### config.mk
export PLATFORM = sky130hd
export DESIGN_NAME = systolic_tile_scheduler_flat
export DESIGN_NICKNAME = d
export VERILOG_FILES = /design/src/rtl/systolic_tile_scheduler_if.sv /design/src/rtl/systolic_tile_scheduler.sv /design/src/flat_wrapper.sv
export SDC_FILE = /design/constraint.sdc
export NUM_CORES = 1
export LEC_CHECK = 0
export BUFFER_PORTS_ARGS = -buffer_cell sky130_fd_sc_hd__buf_2
export CORE_MARGIN = 3
export CORE_UTILIZATION = 55
export DETAILED_ROUTE_END_ITERATION = 10
export GPL_TIMING_DRIVEN = 1
export PLACE_DENSITY = 0.84
export SYNTH_ARGS = -nofsm -noshare
export SYNTH_HDL_FRONTEND = slang
export SYNTH_SLANG_ARGS = --single-unit
### constraint.sdc
create_clock -name clk -period 5.8 [get_ports clk]
set_clock_uncertainty 0.2 [all_clocks]
set_input_delay 1.45 -clock clk [delete_from_list [all_inputs] [get_ports clk]]
set_output_delay 1.45 -clock clk [all_outputs]
set_load 0.02 [all_outputs]
### src/rtl/systolic_tile_scheduler_if.sv
// Job handshake and per-tile control bundle between the register block
// (master) and the tile scheduler (slave).
// Optional macro: SCHED_PERF_CNT_EN adds cycle_count / tile_count.
interface systolic_tile_scheduler_if #(
  parameter int ARRAY_N    = 8,
  parameter int ADDR_WIDTH = 8,
  parameter int DIM_WIDTH  = 16
);
  localparam int NUM_W = $clog2(ARRAY_N) + 1;

  logic                  start;
  logic [DIM_WIDTH-1:0]  M;
  logic [DIM_WIDTH-1:0]  K;
  logic [DIM_WIDTH-1:0]  N;
  logic                  busy;
  logic                  done;
  logic                  a_buf_on;
  logic [ADDR_WIDTH-1:0] a_base_addr;
  logic [NUM_W-1:0]      a_num_rows;
  logic                  w_buf_on;
  logic                  mode;
  logic [ADDR_WIDTH-1:0] w_base_addr;
  logic [NUM_W-1:0]      w_num_cols;
  logic [2:0]            operation_signal;
  logic                  o_idx_gen_on;
  logic                  o_ag_o_on;
  logic                  o_drain;
  logic [ADDR_WIDTH-1:0] o_base_addr;
`ifdef SCHED_PERF_CNT_EN
  logic [31:0]           cycle_count;
  logic [15:0]           tile_count;

  modport master (
    output start, M, K, N,
    input  busy, done, a_buf_on, a_base_addr, a_num_rows, w_buf_on, mode,
           w_base_addr, w_num_cols, operation_signal, o_idx_gen_on,
           o_ag_o_on, o_drain, o_base_addr, cycle_count, tile_count
  );
  modport slave (
    input  start, M, K, N,
    output busy, done, a_buf_on, a_base_addr, a_num_rows, w_buf_on, mode,
           w_base_addr, w_num_cols, operation_signal, o_idx_gen_on,
           o_ag_o_on, o_drain, o_base_addr, cycle_count, tile_count
  );
`else
  modport master (
    output start, M, K, N,
    input  busy, done, a_buf_on, a_base_addr, a_num_rows, w_buf_on, mode,
           w_base_addr, w_num_cols, operation_signal, o_idx_gen_on,
           o_ag_o_on, o_drain, o_base_addr
  );
  modport slave (
    input  start, M, K, N,
    output busy, done, a_buf_on, a_base_addr, a_num_rows, w_buf_on, mode,
           w_base_addr, w_num_cols, operation_signal, o_idx_gen_on,
           o_ag_o_on, o_drain, o_base_addr
  );
`endif
endinterface

### src/rtl/systolic_tile_scheduler.sv
// Tile sequencer: walks an (M,K,N) job over the ARRAY_N x ARRAY_M array in
// n/m/k loop order, driving LOAD_W, COMPUTE and DRAIN phases per tile.
// Every output is registered from the current state, so each phase's
// enables appear one cycle after the state is entered.
// Optional macro: SCHED_PERF_CNT_EN adds busy-cycle and tile counters.
module systolic_tile_scheduler #(
  parameter int ARRAY_N    = 8,
  parameter int ARRAY_M    = 8,
  parameter int RAM_SIZE   = 256,
  parameter int ADDR_WIDTH = $clog2(RAM_SIZE),
  parameter int DIM_WIDTH  = 16
) (
  input  logic clk,
  input  logic reset,
  systolic_tile_scheduler_if.slave sched_if
);
  localparam int NUM_W = $clog2(ARRAY_N) + 1;
  localparam int CNT_W = $clog2(2 * ARRAY_N + ARRAY_M);

  typedef enum logic [2:0] {
    S_IDLE, S_ZERO, S_LOAD_W, S_COMPUTE, S_DRAIN, S_DONE
  } state_t;

  state_t                r_state, w_state_next;
  logic [DIM_WIDTH-1:0]  r_m, r_n, r_mt, r_kt, r_nt, r_mi, r_ki, r_ni;
  logic [CNT_W-1:0]      r_cnt;

  logic                  r_busy, r_done, r_a_buf_on, r_w_buf_on, r_mode;
  logic                  r_idx_on, r_ag_on, r_drain;
  logic [ADDR_WIDTH-1:0] r_a_base, r_w_base, r_o_base;
  logic [NUM_W-1:0]      r_rows, r_cols;
  logic [2:0]            r_op;

  logic                  w_busy, w_done, w_a_buf_on, w_w_buf_on, w_mode;
  logic                  w_idx_on, w_ag_on, w_drain;
  logic [ADDR_WIDTH-1:0] w_a_base, w_w_base, w_o_base;
  logic [NUM_W-1:0]      w_rows, w_cols;
  logic [2:0]            w_op;

  // A start coinciding with the done pulse is dropped so the handshake
  // always shows one idle cycle between jobs.
  logic w_accept, w_dims_zero;
  assign w_accept    = (r_state == S_IDLE) && sched_if.start && !r_done;
  assign w_dims_zero = (sched_if.M == '0) || (sched_if.K == '0) || (sched_if.N == '0);

  // Remaining rows/columns of the current tile, clipped to the array size.
  logic [31:0] w_m_rem, w_n_rem;
  assign w_m_rem = 32'(r_m) - 32'(r_mi) * 32'(ARRAY_N);
  assign w_n_rem = 32'(r_n) - 32'(r_ni) * 32'(ARRAY_M);
  assign w_rows  = (w_m_rem > 32'(ARRAY_N)) ? NUM_W'(ARRAY_N) : NUM_W'(w_m_rem);
  assign w_cols  = (w_n_rem > 32'(ARRAY_M)) ? NUM_W'(ARRAY_M) : NUM_W'(w_n_rem);

  // Tile bases in units of ARRAY_N entries; wrap silently at RAM_SIZE.
  assign w_a_base = ADDR_WIDTH'(((32'(r_mi) * 32'(r_kt) + 32'(r_ki)) * 32'(ARRAY_N)) % 32'(RAM_SIZE));
  assign w_w_base = ADDR_WIDTH'(((32'(r_ni) * 32'(r_kt) + 32'(r_ki)) * 32'(ARRAY_N)) % 32'(RAM_SIZE));
  assign w_o_base = ADDR_WIDTH'(((32'(r_ni) * 32'(r_mt) + 32'(r_mi)) * 32'(ARRAY_N)) % 32'(RAM_SIZE));

  // Phase-end and loop-continuation conditions.
  logic w_load_last, w_cmp_last, w_drain_last, w_k_more, w_m_more, w_n_more;
  assign w_load_last  = 32'(r_cnt) == 32'(ARRAY_N - 1);
  assign w_cmp_last   = 32'(r_cnt) == 32'(w_rows) + 32'(ARRAY_N + ARRAY_M - 2);
  assign w_drain_last = 32'(r_cnt) == 32'(ARRAY_M - 1);
  assign w_k_more     = 32'(r_ki) + 32'd1 < 32'(r_kt);
  assign w_m_more     = 32'(r_mi) + 32'd1 < 32'(r_mt);
  assign w_n_more     = 32'(r_ni) + 32'd1 < 32'(r_nt);

  // State register plus job registers, tile indices and phase counter.
  always_ff @(posedge clk or negedge reset) begin
    if (!reset) begin
      r_state <= S_IDLE;
      r_m  <= '0; r_n  <= '0;
      r_mt <= '0; r_kt <= '0; r_nt <= '0;
      r_mi <= '0; r_ki <= '0; r_ni <= '0;
      r_cnt <= '0;
    end else begin
      r_state <= w_state_next;
      if (w_accept) begin
        r_m  <= sched_if.M;
        r_n  <= sched_if.N;
        r_mt <= DIM_WIDTH'((32'(sched_if.M) + 32'(ARRAY_N - 1)) / 32'(ARRAY_N));
        r_kt <= DIM_WIDTH'((32'(sched_if.K) + 32'(ARRAY_N - 1)) / 32'(ARRAY_N));
        r_nt <= DIM_WIDTH'((32'(sched_if.N) + 32'(ARRAY_M - 1)) / 32'(ARRAY_M));
        r_mi <= '0; r_ki <= '0; r_ni <= '0;
        r_cnt <= '0;
      end else begin
        case (r_state)
          S_LOAD_W: r_cnt <= w_load_last ? '0 : r_cnt + 1'b1;
          S_COMPUTE: begin
            if (w_cmp_last) begin
              r_cnt <= '0;
              if (w_k_more) r_ki <= r_ki + 1'b1;
            end else begin
              r_cnt <= r_cnt + 1'b1;
            end
          end
          S_DRAIN: begin
            if (w_drain_last) begin
              r_cnt <= '0;
              r_ki  <= '0;
              if (w_m_more) begin
                r_mi <= r_mi + 1'b1;
              end else begin
                r_mi <= '0;
                r_ni <= w_n_more ? r_ni + 1'b1 : '0;
              end
            end else begin
              r_cnt <= r_cnt + 1'b1;
            end
          end
          default: ;
        endcase
      end
    end
  end

  // Next-state decode.
  always_comb begin
    w_state_next = r_state;
    case (r_state)
      S_IDLE:    if (w_accept) w_state_next = w_dims_zero ? S_ZERO : S_LOAD_W;
      S_ZERO:    w_state_next = S_IDLE;
      S_LOAD_W:  if (w_load_last) w_state_next = S_COMPUTE;
      S_COMPUTE: if (w_cmp_last) w_state_next = w_k_more ? S_LOAD_W : S_DRAIN;
      S_DRAIN:   if (w_drain_last) w_state_next = (w_m_more || w_n_more) ? S_LOAD_W : S_DONE;
      S_DONE:    w_state_next = S_IDLE;
      default:   w_state_next = S_IDLE;
    endcase
  end

  // Output decode from the current state; registered below.
  always_comb begin
    w_busy = w_accept; w_done = 1'b0;
    w_a_buf_on = 1'b0; w_w_buf_on = 1'b0; w_mode = 1'b0;
    w_idx_on = 1'b0; w_ag_on = 1'b0; w_drain = 1'b0; w_op = 3'b000;
    case (r_state)
      S_LOAD_W: begin
        w_busy = 1'b1; w_w_buf_on = 1'b1; w_op = 3'b001;
      end
      S_COMPUTE: begin
        w_busy = 1'b1; w_mode = 1'b1; w_op = 3'b010; w_idx_on = 1'b1;
        w_a_buf_on = 32'(r_cnt) < 32'(w_rows);
      end
      S_DRAIN: begin
        w_busy = 1'b1; w_drain = 1'b1; w_ag_on = 1'b1; w_op = 3'b100;
      end
      S_ZERO, S_DONE: w_done = 1'b1;
      default: ;
    endcase
  end

  // Output registers; tile geometry is only presented while a tile is active.
  always_ff @(posedge clk or negedge reset) begin
    if (!reset) begin
      r_busy <= 1'b0; r_done <= 1'b0;
      r_a_buf_on <= 1'b0; r_w_buf_on <= 1'b0; r_mode <= 1'b0;
      r_idx_on <= 1'b0; r_ag_on <= 1'b0; r_drain <= 1'b0; r_op <= 3'b000;
      r_a_base <= '0; r_w_base <= '0; r_o_base <= '0;
      r_rows <= '0; r_cols <= '0;
    end else begin
      r_busy <= w_busy; r_done <= w_done;
      r_a_buf_on <= w_a_buf_on; r_w_buf_on <= w_w_buf_on; r_mode <= w_mode;
      r_idx_on <= w_idx_on; r_ag_on <= w_ag_on; r_drain <= w_drain; r_op <= w_op;
      if (r_state == S_LOAD_W || r_state == S_COMPUTE || r_state == S_DRAIN) begin
        r_a_base <= w_a_base; r_w_base <= w_w_base; r_o_base <= w_o_base;
        r_rows <= w_rows; r_cols <= w_cols;
      end else begin
        r_a_base <= '0; r_w_base <= '0; r_o_base <= '0;
        r_rows <= '0; r_cols <= '0;
      end
    end
  end

  assign sched_if.busy             = r_busy;
  assign sched_if.done             = r_done;
  assign sched_if.a_buf_on         = r_a_buf_on;
  assign sched_if.a_base_addr      = r_a_base;
  assign sched_if.a_num_rows       = r_rows;
  assign sched_if.w_buf_on         = r_w_buf_on;
  assign sched_if.mode             = r_mode;
  assign sched_if.w_base_addr      = r_w_base;
  assign sched_if.w_num_cols       = r_cols;
  assign sched_if.operation_signal = r_op;
  assign sched_if.o_idx_gen_on     = r_idx_on;
  assign sched_if.o_ag_o_on        = r_ag_on;
  assign sched_if.o_drain          = r_drain;
  assign sched_if.o_base_addr      = r_o_base;

`ifdef SCHED_PERF_CNT_EN
  logic [31:0] r_cycle_count;
  logic [15:0] r_tile_count;

  // Busy-cycle (saturating) and completed-tile counters, cleared per job.
  always_ff @(posedge clk or negedge reset) begin
    if (!reset) begin
      r_cycle_count <= '0;
      r_tile_count  <= '0;
    end else if (w_accept) begin
      r_cycle_count <= '0;
      r_tile_count  <= '0;
    end else begin
      if (r_busy && r_cycle_count != 32'hFFFF_FFFF) r_cycle_count <= r_cycle_count + 1'b1;
      if (r_state == S_DRAIN && w_drain_last) r_tile_count <= r_tile_count + 1'b1;
    end
  end

  assign sched_if.cycle_count = r_cycle_count;
  assign sched_if.tile_count  = r_tile_count;
`endif
endmodule
### src/flat_wrapper.sv
// flat-port wrapper written by rule: the top's interface ports become plain ports
module systolic_tile_scheduler_flat 
#(
  parameter int ARRAY_N    = 8,
  parameter int ARRAY_M    = 8,
  parameter int RAM_SIZE   = 256,
  parameter int ADDR_WIDTH = $clog2(RAM_SIZE),
  parameter int DIM_WIDTH  = 16
)
  (clk, reset, sched_if_start, sched_if_M, sched_if_K, sched_if_N, sched_if_busy, sched_if_done, sched_if_a_buf_on, sched_if_a_base_addr, sched_if_a_num_rows, sched_if_w_buf_on, sched_if_mode, sched_if_w_base_addr, sched_if_w_num_cols, sched_if_operation_signal, sched_if_o_idx_gen_on, sched_if_o_ag_o_on, sched_if_o_drain, sched_if_o_base_addr);
  systolic_tile_scheduler_if #(.ARRAY_N(ARRAY_N), .ADDR_WIDTH(ADDR_WIDTH), .DIM_WIDTH(DIM_WIDTH)) sched_if_i ();
  input  logic clk;
  input  logic reset;
  input wire logic [$bits(sched_if_i.start)-1:0] sched_if_start;
  input wire logic [$bits(sched_if_i.M)-1:0] sched_if_M;
  input wire logic [$bits(sched_if_i.K)-1:0] sched_if_K;
  input wire logic [$bits(sched_if_i.N)-1:0] sched_if_N;
  output wire logic [$bits(sched_if_i.busy)-1:0] sched_if_busy;
  output wire logic [$bits(sched_if_i.done)-1:0] sched_if_done;
  output wire logic [$bits(sched_if_i.a_buf_on)-1:0] sched_if_a_buf_on;
  output wire logic [$bits(sched_if_i.a_base_addr)-1:0] sched_if_a_base_addr;
  output wire logic [$bits(sched_if_i.a_num_rows)-1:0] sched_if_a_num_rows;
  output wire logic [$bits(sched_if_i.w_buf_on)-1:0] sched_if_w_buf_on;
  output wire logic [$bits(sched_if_i.mode)-1:0] sched_if_mode;
  output wire logic [$bits(sched_if_i.w_base_addr)-1:0] sched_if_w_base_addr;
  output wire logic [$bits(sched_if_i.w_num_cols)-1:0] sched_if_w_num_cols;
  output wire logic [$bits(sched_if_i.operation_signal)-1:0] sched_if_operation_signal;
  output wire logic [$bits(sched_if_i.o_idx_gen_on)-1:0] sched_if_o_idx_gen_on;
  output wire logic [$bits(sched_if_i.o_ag_o_on)-1:0] sched_if_o_ag_o_on;
  output wire logic [$bits(sched_if_i.o_drain)-1:0] sched_if_o_drain;
  output wire logic [$bits(sched_if_i.o_base_addr)-1:0] sched_if_o_base_addr;
  assign sched_if_i.start = sched_if_start;
  assign sched_if_i.M = sched_if_M;
  assign sched_if_i.K = sched_if_K;
  assign sched_if_i.N = sched_if_N;
  assign sched_if_busy = sched_if_i.busy;
  assign sched_if_done = sched_if_i.done;
  assign sched_if_a_buf_on = sched_if_i.a_buf_on;
  assign sched_if_a_base_addr = sched_if_i.a_base_addr;
  assign sched_if_a_num_rows = sched_if_i.a_num_rows;
  assign sched_if_w_buf_on = sched_if_i.w_buf_on;
  assign sched_if_mode = sched_if_i.mode;
  assign sched_if_w_base_addr = sched_if_i.w_base_addr;
  assign sched_if_w_num_cols = sched_if_i.w_num_cols;
  assign sched_if_operation_signal = sched_if_i.operation_signal;
  assign sched_if_o_idx_gen_on = sched_if_i.o_idx_gen_on;
  assign sched_if_o_ag_o_on = sched_if_i.o_ag_o_on;
  assign sched_if_o_drain = sched_if_i.o_drain;
  assign sched_if_o_base_addr = sched_if_i.o_base_addr;
  systolic_tile_scheduler #(.ARRAY_N(ARRAY_N), .ARRAY_M(ARRAY_M), .RAM_SIZE(RAM_SIZE), .ADDR_WIDTH(ADDR_WIDTH), .DIM_WIDTH(DIM_WIDTH)) u_core (.clk(clk), .reset(reset), .sched_if(sched_if_i));
endmodule
# == After elaboration in Yosys (flattened, before gate mapping) ==
# Cells that the tools add are included.
# word_totals
inputBits,51
out_inout_bits,43
regBits,177
# op_classes
eq_ne,15
n_mux,40
order_cmp,6
reduce_logical,23
add_sub_neg,16
mul,3
# op_table
op,n
two-way mux 16 bit,13
less-than comparator 32 x 16 -> 1 bit,3
"greater-than comparator 32 x 4 -> 1 bit, second input constant",2
"adder 16 x 1 -> 17 bit, second input constant",3
"adder 16 x 3 -> 17 bit, second input constant",3
"adder 16 x 1 -> 16 bit, second input constant",3
zero test 16 bit,3
multiplier 16 x 16 -> 5 bit,3
subtractor 16 x 19 -> 20 bit,2
== test 5 x 32 -> 1 bit,1
case mux 16 bit (2 select lines),1
two-way mux 8 bit,3
two-way mux 3 bit,6
two-way mux 4 bit,4
adder 5 bit,3
two-way mux 5 bit,3
case mux 3 bit (4 select lines),1
"!= test 2 x 1 -> 1 bit, second input constant",5
case mux 5 bit (2 select lines),1
"!= test 3 x 1 -> 1 bit, second input constant",3
case mux 3 bit (3 select lines),1
AND reduction 4 bit,2
"== test 3 x 2 -> 1 bit, second input constant",2
"== test 3 bit, second input constant",2
17 further kinds,30

# == Longest topological paths before layout ==
# Gate-level depths: netlist of the first run.
# logic_depth
ltp_word,8
mapped_depth,22
ltp_nobuf,20

# == Worst setup path after synthesis of the first run ==
# No wires, ideal clock.
# synth_path
path_kind,register to register
start,register u_core.r_mi[4]
end,register u_core.r_ki[10]
required_time_ps,5534
path_stages_with_launch,21
path_slack_ps,1133
period_less_slack_ps,4667
arrival_time_ps,4402
setup_ps,66
cell_sequence,dfrtp_1 > clkbuf_1 > inv_1 > ha_1 > buf_6 > a21o_1 > or3_1 > a221oi_1 > nand4_1 > nor4_1 > nand2_1 > nor3_1 > nand2_1 > ha_1 > or4_1 > a211oi_1 > nand2b_1 > buf_2 > buf_1 > o211ai_1 > nand2_1
# synth_via
elab_chain_cells,7
# synth_rtl
item,line_no,rtl
from (decl),systolic_tile_scheduler.sv:25,"logic [DIM_WIDTH-1:0] r_m, r_n, r_mt, r_kt, r_nt, r_mi, r_ki, r_ni;"
from (signal assigned),systolic_tile_scheduler.sv:101,r_mi <= r_mi + 1'b1;
subtractor 16 x 19 -> 20 bit,systolic_tile_scheduler.sv:48,assign w_m_rem = 32'(r_m) - 32'(r_mi) * 32'(ARRAY_N);
greater-than comparator 32 x 4 -> 1 bit,systolic_tile_scheduler.sv:50,assign w_rows = (w_m_rem > 32'(ARRAY_N)) ? NUM_W'(ARRAY_N) : NUM_W'(w_m_rem);
two-way mux 4 bit,systolic_tile_scheduler.sv:50,
adder 4 x 4 -> 5 bit,systolic_tile_scheduler.sv:61,assign w_cmp_last = 32'(r_cnt) == 32'(w_rows) + 32'(ARRAY_N + ARRAY_M - 2);
== test 5 x 32 -> 1 bit,systolic_tile_scheduler.sv:61,
!= test 3 x 1 -> 1 bit (no source line),n/a,
AND reduction 4 bit (no source line),n/a,
to (signal assigned),systolic_tile_scheduler.sv:91,if (w_k_more) r_ki <= r_ki + 1'b1;
to (decl),systolic_tile_scheduler.sv:25,
# Every way passes these cells.
# A chain may end at the register's enable or synchronous reset.

# == Worst setup path after layout of the first run ==
# layout_path
start,register u_core.r_mi[2]
end,register u_core.r_ki[6]
# Same word-level chain as after synthesis.

==> results.cfg, run 1 <==
[synth]
ys_seq_area_frac = 0.352
ys_types = 71
synth.top_cell.area_share = 0.352
postSynthAreaPerCell_um2 = 8.41
synthTopCellsByArea = dfrtp_1 35%, ha_1 10%, nand2_1 8.0%, xnor2_1 5.3%, o21ai_0 4.3%
yosysWarnings = 0
synth_edf_count = 0
yosys.area.top_type = dfrtp_1
synth_flop_cell = dfrtp_1
synthArstFlopShare = 1.00
netlist_instances = 1351
synthesis.area_mm2 = 0.0114
ys_seq_elements = 160

[final_layout]
utilization = 0.638
nets = 1581
syn2layout_area_growth_pct = 11.8
layout-drive-gt1-share = 0.110
antenna_cells = 0
multi_input_area_mm2 = 0.00669
n_fill_cell = 1633
register_area_mm2 = 0.00400

[global_routing]
grt_max_degree = 89
overflow = 0
grt_pass1_wl_mm = 44.9
antenna_found_initial = 0
grt_util_all_layers = 0.248
grt_pass1_vias = 9365

[routing]
dr.pass1.iters = 5
detail_route.vias_per_cell = 5.70
vias = 9676
routedWlPerCell_um = 16.1
initialDrtViolationCount = 721
drcViolationCount = 0
antenna_left = 0
wl_mm = 27.3

[clock_network]
cts.htree.levels = 4
cts.sinks = 160
cts_buffers = 17
tritoncts = built
cts.repair.resized = 0
cts_root_buf = clkbuf_16
clk_path_buf_depth = 2
post_cts_buffers = 0
clock_latency_ns = 0.43
clkSlewWorstSetupHoldPaths_ns = 0.06
hold_buffers = 0

[power]
power.switching_uw = 2220
p_int_uw = 3330
power_frac_clock = 0.244
power.density_mw_per_mm2 = 437
pwr-share-seq = 0.325
leakage_uw = 0.00614
switching_share = 0.400
ir_drop_v = 0.000242
combPwrFrac = 0.431

[timing]
fin_crit_sh = 0.923
slew_headroom = 0.213
max_clock_freq_ghz = 0.187
rsz0062_at_grt = no
setup_viol = 0
final_max_slew_viol_count = 0
final_hold_viol_count = 0
setup_slack_ns = 0.445
fin_tns_setup_ns = 0
post-route-min-period_ns = 5.35
worstMarginPinSlew_ns = 1.17

[floorplan]
initial_core_util = 0.571
rows = 51
die_width_um = 150
io_pins = 94
dieArea_mm2 = 0.0224
core_mm2 = 0.0199
die_y_um = 150

[setup_path]
ff2ff_path_depth = 18
worstPathArrival_ns = 5.50
r2r_setup_slack_ns = 0.45
r2r-start = u_core.r_mi[2]
endpoint_kind = register
startpoint_type = register
timing.rr.end = u_core.r_ki[6]
crit_fanout = 15
crit_required_ns = 5.95
crit_type = register to register

[min_path]
holdPathEnd = u_core.r_mt[7]
hp-class = register to register
hold_depth = 2
worstHoldStart = u_core.r_mt[7]

[place]
dp_hpwl_mm = 20.4
port_buffers = 84
gp_congestion = 0.933
preCtsSetupSlack_ns = 0.515

[run_status]
outcome = finished, final reports clean

[flow_run]
cap_violations = 0
## state kept, by name (all words and copies together), names as in the netlist, 14 cells and up
| signal | cells |
|---|---|
| u_core.r_ki | 16 |
| u_core.r_kt | 14 |
| u_core.r_m | 16 |
| u_core.r_mi | 16 |
| u_core.r_mt | 14 |
| u_core.r_n | 16 |
| u_core.r_ni | 16 |
| u_core.r_nt | 14 |
## critical path: stages (launching register included)
cell	delay [ns]
dfrtp_1	0.51
inv_1	0.15
ha_1	0.37
a21oi_1	0.26
a21oi_1	0.18
or3_1	0.35
a221oi_1	0.28
nand4_1	0.13
nor4_1	0.30
nand2_1	0.11
nor3_1	0.28
nand2_1	0.13
ha_1	0.31
xor2_1	0.14
nand3b_1	0.12
or4_4	0.53
a21oi_2	0.58
nand2_1	0.15
o211ai_1	0.18
## cell type report
cell class | count | share of cell area
clock buffer | 20 | 0.0360
timing repair buffer | 101 | 0.0436
sequential | 160 | 0.315
tap | 265 | 0.0261
clock inverter | 12 | 0.0198
inverter | 110 | 0.0325
multi-input combinational | 1029 | 0.527
## cell usage after synthesis, drive strengths merged (15+ instances only)
cell and n:
xor2 35, nor2b 32, inv 110, a21oi 39, nor4 21, nand4 15
dfrtp 160, clkbuf 40, o21ai 112, buf 20, nor2 73, xnor2 69
and2 31, nand2b 16, fa 17, nand3 43, ha 94, nor3 26
nand2 241, o21a 16
## layout by cell type (no fill, tap or decap), drive strengths merged, types with 9 or more instances in the layout
cell type / n
xor2: 35
a21o: 12
and3: 10
xnor2: 69
a21oi: 39
o21a: 16
or2: 13
nor3: 26
nor2: 73
nand4: 15
nand2b: 16
buf: 101
o211ai: 14
nand2: 241
ha: 94
nor4: 21
clkbuf: 20
fa: 17
and2: 31
nand3: 43
dfrtp: 160
inv: 112
conb: 9
o21ai: 112
nor2b: 32
## power by group through the flow
stage               clock, uW  sequential [uW]  combinational [uW]
global placement            0             1800                2240
finish                   1350             1800                2390
CTS                      1360             1790                2370
global route             1410             1850                2690
detailed placement          0             1810                2330
floorplan                   0             1740                1780
## metal layers
metal,vias up,share of wire,GRT usage
met2,311,0.48,0.409
met3,64,0.056,0.0509
met5,-,0,0
li1,4687,-,-
met1,4614,0.44,0.329
met4,0,0.024,0.0814
## per-stage QoR
step	hold slack [ns]	total power, uW	std cells	cell area, um2
6_report	0.281	5550	1697	12700
3_3_place_gp	0.263	4030	1665	12000
3_5_place_dp	0.270	4140	1665	12000
5_1_grt	0.301	5950	1697	12700
4_1_cts	0.284	5530	1697	12700
2_1_floorplan	0.244	3520	1359	11400
## kinds of logic after synthesis
logic type               Yosys count  share of synthesized area
buffers and inverters            170                     0.0623
flip-flops                       160                      0.352
XOR/XNOR                         104                     0.0802
AO/OA/AOI/OAI                    246                      0.133
multiplexers                       3                    0.00264
other                              1                   0.000330
adder cells (fa/ha/maj)          112                      0.134
AND/OR/NAND/NOR                  555                      0.235
## worst max path at each step
stage	endpoint	slack, ns	startpoint	cells after the start
2_1_floorplan	u_core.r_ki[10]	1.13	u_core.r_mi[4]	20
3_3_place_gp	u_core.r_ki[6]	0.67	u_core.r_mi[2]	18
3_5_place_dp	u_core.r_ki[6]	0.52	u_core.r_mi[2]	18
4_1_cts	u_core.r_ki[6]	0.50	u_core.r_mi[2]	18
5_1_grt	u_core.r_ki[6]	0.03	u_core.r_mi[2]	18
6_report	u_core.r_ki[6]	0.45	u_core.r_mi[2]	18
No activity file was read; power rests on OpenSTA's default activity.
==> run 2, diff against run 1 <==
--- a/config.mk
+++ b/config.mk
@@ -10,7 +10,8 @@
 export CORE_UTILIZATION = 55
 export DETAILED_ROUTE_END_ITERATION = 10
 export GPL_TIMING_DRIVEN = 1
-export PLACE_DENSITY = 0.84
+export HOLD_SLACK_MARGIN = 0.02
+export PLACE_DENSITY = 0.87
 export SYNTH_ARGS = -nofsm -noshare
 export SYNTH_HDL_FRONTEND = slang
 export SYNTH_SLANG_ARGS = --single-unit
==> constraint.sdc (replaced) <==
create_clock -name clk -period 4.8 [get_ports clk]
set_clock_uncertainty 0.2 [all_clocks]
set_input_delay 1.2 -clock clk [delete_from_list [all_inputs] [get_ports clk]]
set_output_delay 1.2 -clock clk [all_outputs]
set_load 0.02 [all_outputs]
==> run 2 against run 1 <==
Compared with the run above: combinational power grew 28%; maximum frequency grew 14%; routed wire length grew 2.0%; via count grew 2.8%; critical path type unchanged; largest power group unchanged; highest routed layer unchanged.
==> results.cfg, run 2 (synthesis gave the netlist of run 1 again) <==
[run_status]
outcome = finished, final reports clean

[clock_network]
clkSlewWorstSetupHoldPaths_ns = 0.07
hold_buffers = 0
cts_root_buf = clkbuf_16
cts_buffers = 17
cts.htree.levels = 4
tritoncts = built
clk_path_buf_depth = 2
cts.sinks = 160
clock_latency_ns = 0.44

[timing]
worstMarginPinSlew_ns = 0.969
final_max_slew_viol_count = 0
slew_headroom = 0.351
post-route-min-period_ns = 4.70
final_hold_viol_count = 0
fin_tns_setup_ns = 0
max_clock_freq_ghz = 0.213
setup_viol = 0
fin_crit_sh = 0.978

[power]
ir_drop_v = 0.000309
power_uw = 6610
combPwrFrac = 0.465
pwr-share-seq = 0.329
power.switching_uw = 2780
power.density_mw_per_mm2 = 515
power_frac_clock = 0.206
leakage_uw = 0.00618
switching_share = 0.420
p_int_uw = 3840

[routing]
antenna_left = 0
drcViolationCount = 0
vias = 9949
routedWlPerCell_um = 16.3
top_layer = met4
dr_wl_met2_mm = 13.5
initialDrtViolationCount = 913
detail_route.vias_per_cell = 5.81
m1WireLength_mm = 11.7
wl_mm = 27.9
wl_met3_mm = 1.80
dr.pass1.iters = 5

[final_layout]
layout-drive-gt1-share = 0.131
fin_cells = 1712
syn2layout_area_growth_pct = 13.0
mostFrequentLayoutCell = nand2_1
final_cell_mix = 241 x nand2_1, 160 x dfrtp_1, 109 x inv_1
nets = 1597
antenna_cells = 0

[setup_path]
path_delay_family = simple AND/OR/NAND/NOR gates
cpMaxStageDelayCell = or4_4
endpoint_kind = register
worstPathArrival_ns = 4.82
timing.rr.end = u_core.r_cnt[1]
crit_start = u_core.r_mi[2]
critPathBufInv = 1
crit_fanout = 5
startpoint_type = register
worstPathCellList = inv_2 -> ha_4 -> a21oi_2 -> a21oi_1 -> or3_1 -> a221oi_1 -> nand4_1 -> nor4_2 -> nand2_1 -> nor3_2 -> nand2_1 -> ha_1 -> xor2_1 -> nand3b_1 -> or4_4 -> a21oi_2 -> a21oi_1 -> a32o_1
ff2ff_path_depth = 18
crit_type = register to register
r2r-start = u_core.r_mi[2]
crit_required_ns = 4.92
r2r_setup_slack_ns = 0.10
cpPeakStageDelay_ns = 0.57

[floorplan]
die_width_um = 150
core_mm2 = 0.0199
dieArea_mm2 = 0.0224
rows = 51
io_pins = 94
die_y_um = 150
initial_core_util = 0.571

[global_routing]
grt_pass1_vias = 9430
grt_max_degree = 94
antenna_found_initial = 0
grt_pass1_wl_mm = 45.7
overflow = 0
grt_util_all_layers = 0.251

[min_path]
hp-class = register to register
holdPathEnd = u_core.r_nt[9]
worstHoldStart = u_core.r_nt[9]
hold_depth = 2

[place]
gp_congestion = 0.902
dp_hpwl_mm = 20.2
dp_cells = 1679
port_buffers = 84

[flow_run]
cap_violations = 0
[run 2: power by group through the flow]
stage	clock, uW	combinational, uW	sequential, uW
after floorplan	0	2150	2100
after global placement	0	2750	2160
after detailed placement	0	2880	2170
after CTS	1370	2930	2160
after global routing	1430	3440	2230
final	1370	3070	2170
[run 2: worst max path at each step]
stage / endpoint / slack [ns] / cells after the start
detailed placement: u_core.r_ki[3] / -0.01 / 18
global route: u_core.r_state[0] / -0.07 / 18
floorplan: u_core.r_ki[10] / 0.13 / 20
global placement: u_core.r_ki[2] / 0.11 / 18
finish: u_core.r_cnt[1] / 0.10 / 18
CTS: u_core.r_ki[2] / 0.03 / 17
[run 2: timing repair]
action                                  in CTS  in global routing
gates cloned                                 0                  1
endpoints found under the setup margin       7                 28
pin swaps                                    0                  4
resized for setup                            1                 23
buffers inserted                             0                  1
endpoints found under the hold margin        0                  0
[run 2: metrics by stage]
| stage | hold slack, ns | util | cell area, um2 | setup slack [ns] |
|---|---|---|---|---|
| after floorplan | 0.244 | - | 11400 | 0.133 |
| after global placement | 0.264 | 0.609 | 12100 | 0.113 |
| after detailed placement | 0.267 | 0.609 | 12100 | -0.0102 |
| after CTS | 0.285 | 0.638 | 12700 | 0.0305 |
| after global routing | 0.304 | 0.645 | 12800 | -0.0679 |
| final | 0.279 | 0.645 | 12800 | 0.104 |
[run 2: tightest hold or removal path, cell delays in order (launching register included)]
cell and delay, ns:
dfrtp_1 0.34, nand2_1 0.05, o21ai_0 0.06
[run 2: final cells by class]
class | instances | area, um2
clock buffer | 17 | 425
clock inverter | 14 | 158
fill | 1577 | 7070
inverter | 110 | 413
multi-input combinational | 1030 | 6800
sequential | 160 | 4000
tap | 265 | 332
timing repair buffer | 116 | 708
[run 2: per-layer routing]
metal,global-route usage,vias up
met4,0.0942,0
met3,0.0421,61
li1,-,4727
met5,0,-
met2,0.412,381
met1,0.337,4780
==> run 3, diff against run 2 <==
--- a/config.mk
+++ b/config.mk
@@ -6,7 +6,7 @@
 export NUM_CORES = 1
 export LEC_CHECK = 0
 export BUFFER_PORTS_ARGS = -buffer_cell sky130_fd_sc_hd__buf_2
-export CORE_MARGIN = 3
+export CORE_MARGIN = 2
 export CORE_UTILIZATION = 55
 export DETAILED_ROUTE_END_ITERATION = 10
 export GPL_TIMING_DRIVEN = 1
==> run 3 against run 2 <==
Compared with the run above: worst hold slack about the same; clock-buffer cell count up 2; flip-flop and latch count unchanged; maximum frequency is 1.2% higher; combinational power about the same; register-to-register slack better by 0.05 ns; cell count rose by 0.41%; power about the same; via count fell by 0.60%; setup slack better by 0.055 ns; critical endpoint is now u_core.r_ki[13]; highest routed layer unchanged.
==> results.cfg, run 3 (synthesis gave the netlist of run 1 again) <==
[run_status]
outcome = finished, final reports clean

[power]
power.density_mw_per_mm2 = 515
ir_drop_v = 0.000277
leakage_uw = 0.00617
power_uw = 6610

[global_routing]
grt_pass1_vias = 9598
grt_max_degree = 96
grt_util_all_layers = 0.261
antenna_found_initial = 1
overflow = 0
grt_pass1_wl_mm = 46.0

[floorplan]
die_y_um = 148
core_mm2 = 0.0202
initial_core_util = 0.562
die_width_um = 148
io_pins = 94
rows = 52
dieArea_mm2 = 0.0218

[routing]
initialDrtViolationCount = 981
vias = 9889
detail_route.vias_per_cell = 5.75
dr.pass1.iters = 5
drcViolationCount = 0
antenna_left = 0
wl_mm = 28.2
routedWlPerCell_um = 16.4

[clock_network]
hold_buffers = 0
cts.sinks = 160
clk_path_buf_depth = 2
cts.htree.levels = 4
clock_latency_ns = 0.43
clkSlewWorstSetupHoldPaths_ns = 0.07
cts_buffers = 17
tritoncts = built
cts_root_buf = clkbuf_16

[setup_path]
ff2ff_path_depth = 17
cpMostUsedCell = nand2_1
startpoint_type = register
crit_required_ns = 4.91
r2r_setup_slack_ns = 0.16
endpoint_kind = register
crit_type = register to register
cpPeakStageDelay_ns = 0.50
crit_fanout = 6
timing.rr.end = u_core.r_ki[13]
cpMaxStageDelayCell = or4_4
r2r-start = u_core.r_mi[4]
worstPathCellList = inv_1 -> ha_1 -> a21o_1 -> or3_1 -> a221oi_1 -> nand4_1 -> nor4_1 -> nand2_1 -> nor3_2 -> nand2_1 -> ha_1 -> xor2_1 -> nand3b_1 -> or4_4 -> a32o_1 -> o21ai_1 -> nand2_1
path_delay_family = simple AND/OR/NAND/NOR gates
worstPathArrival_ns = 4.76
critPathBufInv = 1

[final_layout]
syn2layout_area_growth_pct = 12.9
nets = 1597
final_area_mm2 = 0.0128
layout-drive-gt1-share = 0.130
final_cell_mix = 241 x nand2_1, 160 x dfrtp_1, 108 x inv_1
n_fill_cell = 1588
mostFrequentLayoutCell = nand2_1
fin_cells = 1719

[place]
place_area_mm2 = 0.0121
gp_congestion = 0.910
port_buffers = 84
preCtsSetupSlack_ns = -0.0920
dp_hpwl_mm = 20.2
dp_cells = 1684

[timing]
setup_viol = 0
slew_headroom = 0.422
final_hold_viol_count = 0
fin_tns_setup_ns = 0
setup_slack_ns = 0.158
worstMarginPinSlew_ns = 0.867
post-route-min-period_ns = 4.64
max_clock_freq_ghz = 0.215
final_max_slew_viol_count = 0
fin_crit_sh = 0.967

[flow_run]
cap_violations = 0

[min_path]
hold_depth = 2
hp-class = register to register
worstHoldStart = u_core.r_mt[10]
holdPathEnd = u_core.r_mt[10]
run 3: cell types whose count changed in the layout (fill, tap and decap cells not counted), sizes merged:
cell      change
diode         +1
clkbuf        +2
clkinvlp      -1
inv           +1
clkinv        -1
run 3: stage by stage:
stage / utilization / hold WS (ns)
after detailed placement: 0.599 / 0.270
after global routing: 0.634 / 0.300
after CTS: 0.629 / 0.282
after floorplan: - / 0.244
final: 0.634 / 0.279
after global placement: 0.599 / 0.259
run 3: worst max-delay path by stage:
stage / end / slack, ns / start / cells after the start
final: u_core.r_ki[13] / 0.16 / u_core.r_mi[4] / 17
after global routing: u_core.r_ki[3] / -0.04 / u_core.r_ki[1] / 17
after CTS: u_core.r_ki[6] / 0.006 / u_core.r_mi[2] / 18
after detailed placement: u_core.r_ki[3] / -0.09 / u_core.r_mi[2] / 18
after global placement: u_core.r_ki[2] / 0.10 / u_core.r_mi[2] / 18
after floorplan: u_core.r_ki[10] / 0.13 / u_core.r_mi[4] / 20
run 3: final cells by class:
cell class / instances / area (um2) / share of cell area
clock buffer: 19 / 433 / 0.0338
antenna: 1 / 2.50 / 0.000195
inverter: 110 / 413 / 0.0322
multi-input combinational: 1030 / 6790 / 0.529
sequential: 160 / 4000 / 0.312
tap: 270 / 338 / 0.0263
timing repair buffer: 116 / 696 / 0.0542
clock inverter: 13 / 153 / 0.0119
run 3: power by group:
part	switching, uW	internal [uW]
registers	400	1780
clock network	595	777
logic	1790	1270
run 3: timing repair:
action / CTS / global route
pin swaps: 1 / 5
buffers inserted: 1 / 0
endpoints found under the setup margin: 7 / 24
resized for setup: 2 / 20
endpoints found under the hold margin: 0 / 0
gates cloned: 0 / 1
run 3: tightest hold or removal path: cells and delay by family, from the launching register on:
family           cells  cell delay [ns]
AND/OR/NAND/NOR      1             0.05
flip-flops           1             0.34
AO/OA/AOI/OAI        1             0.06
run 3: per-layer routing:
| metal | vias to the layer above | global-route usage | part of all wire |
|---|---|---|---|
| met4 | 0 | 0.100 | 0.032 |
| met2 | 386 | 0.437 | 0.49 |
| met3 | 85 | 0.0460 | 0.063 |
| li1 | 4721 | - | - |
| met5 | - | 0 | 0 |
| met1 | 4697 | 0.339 | 0.42 |
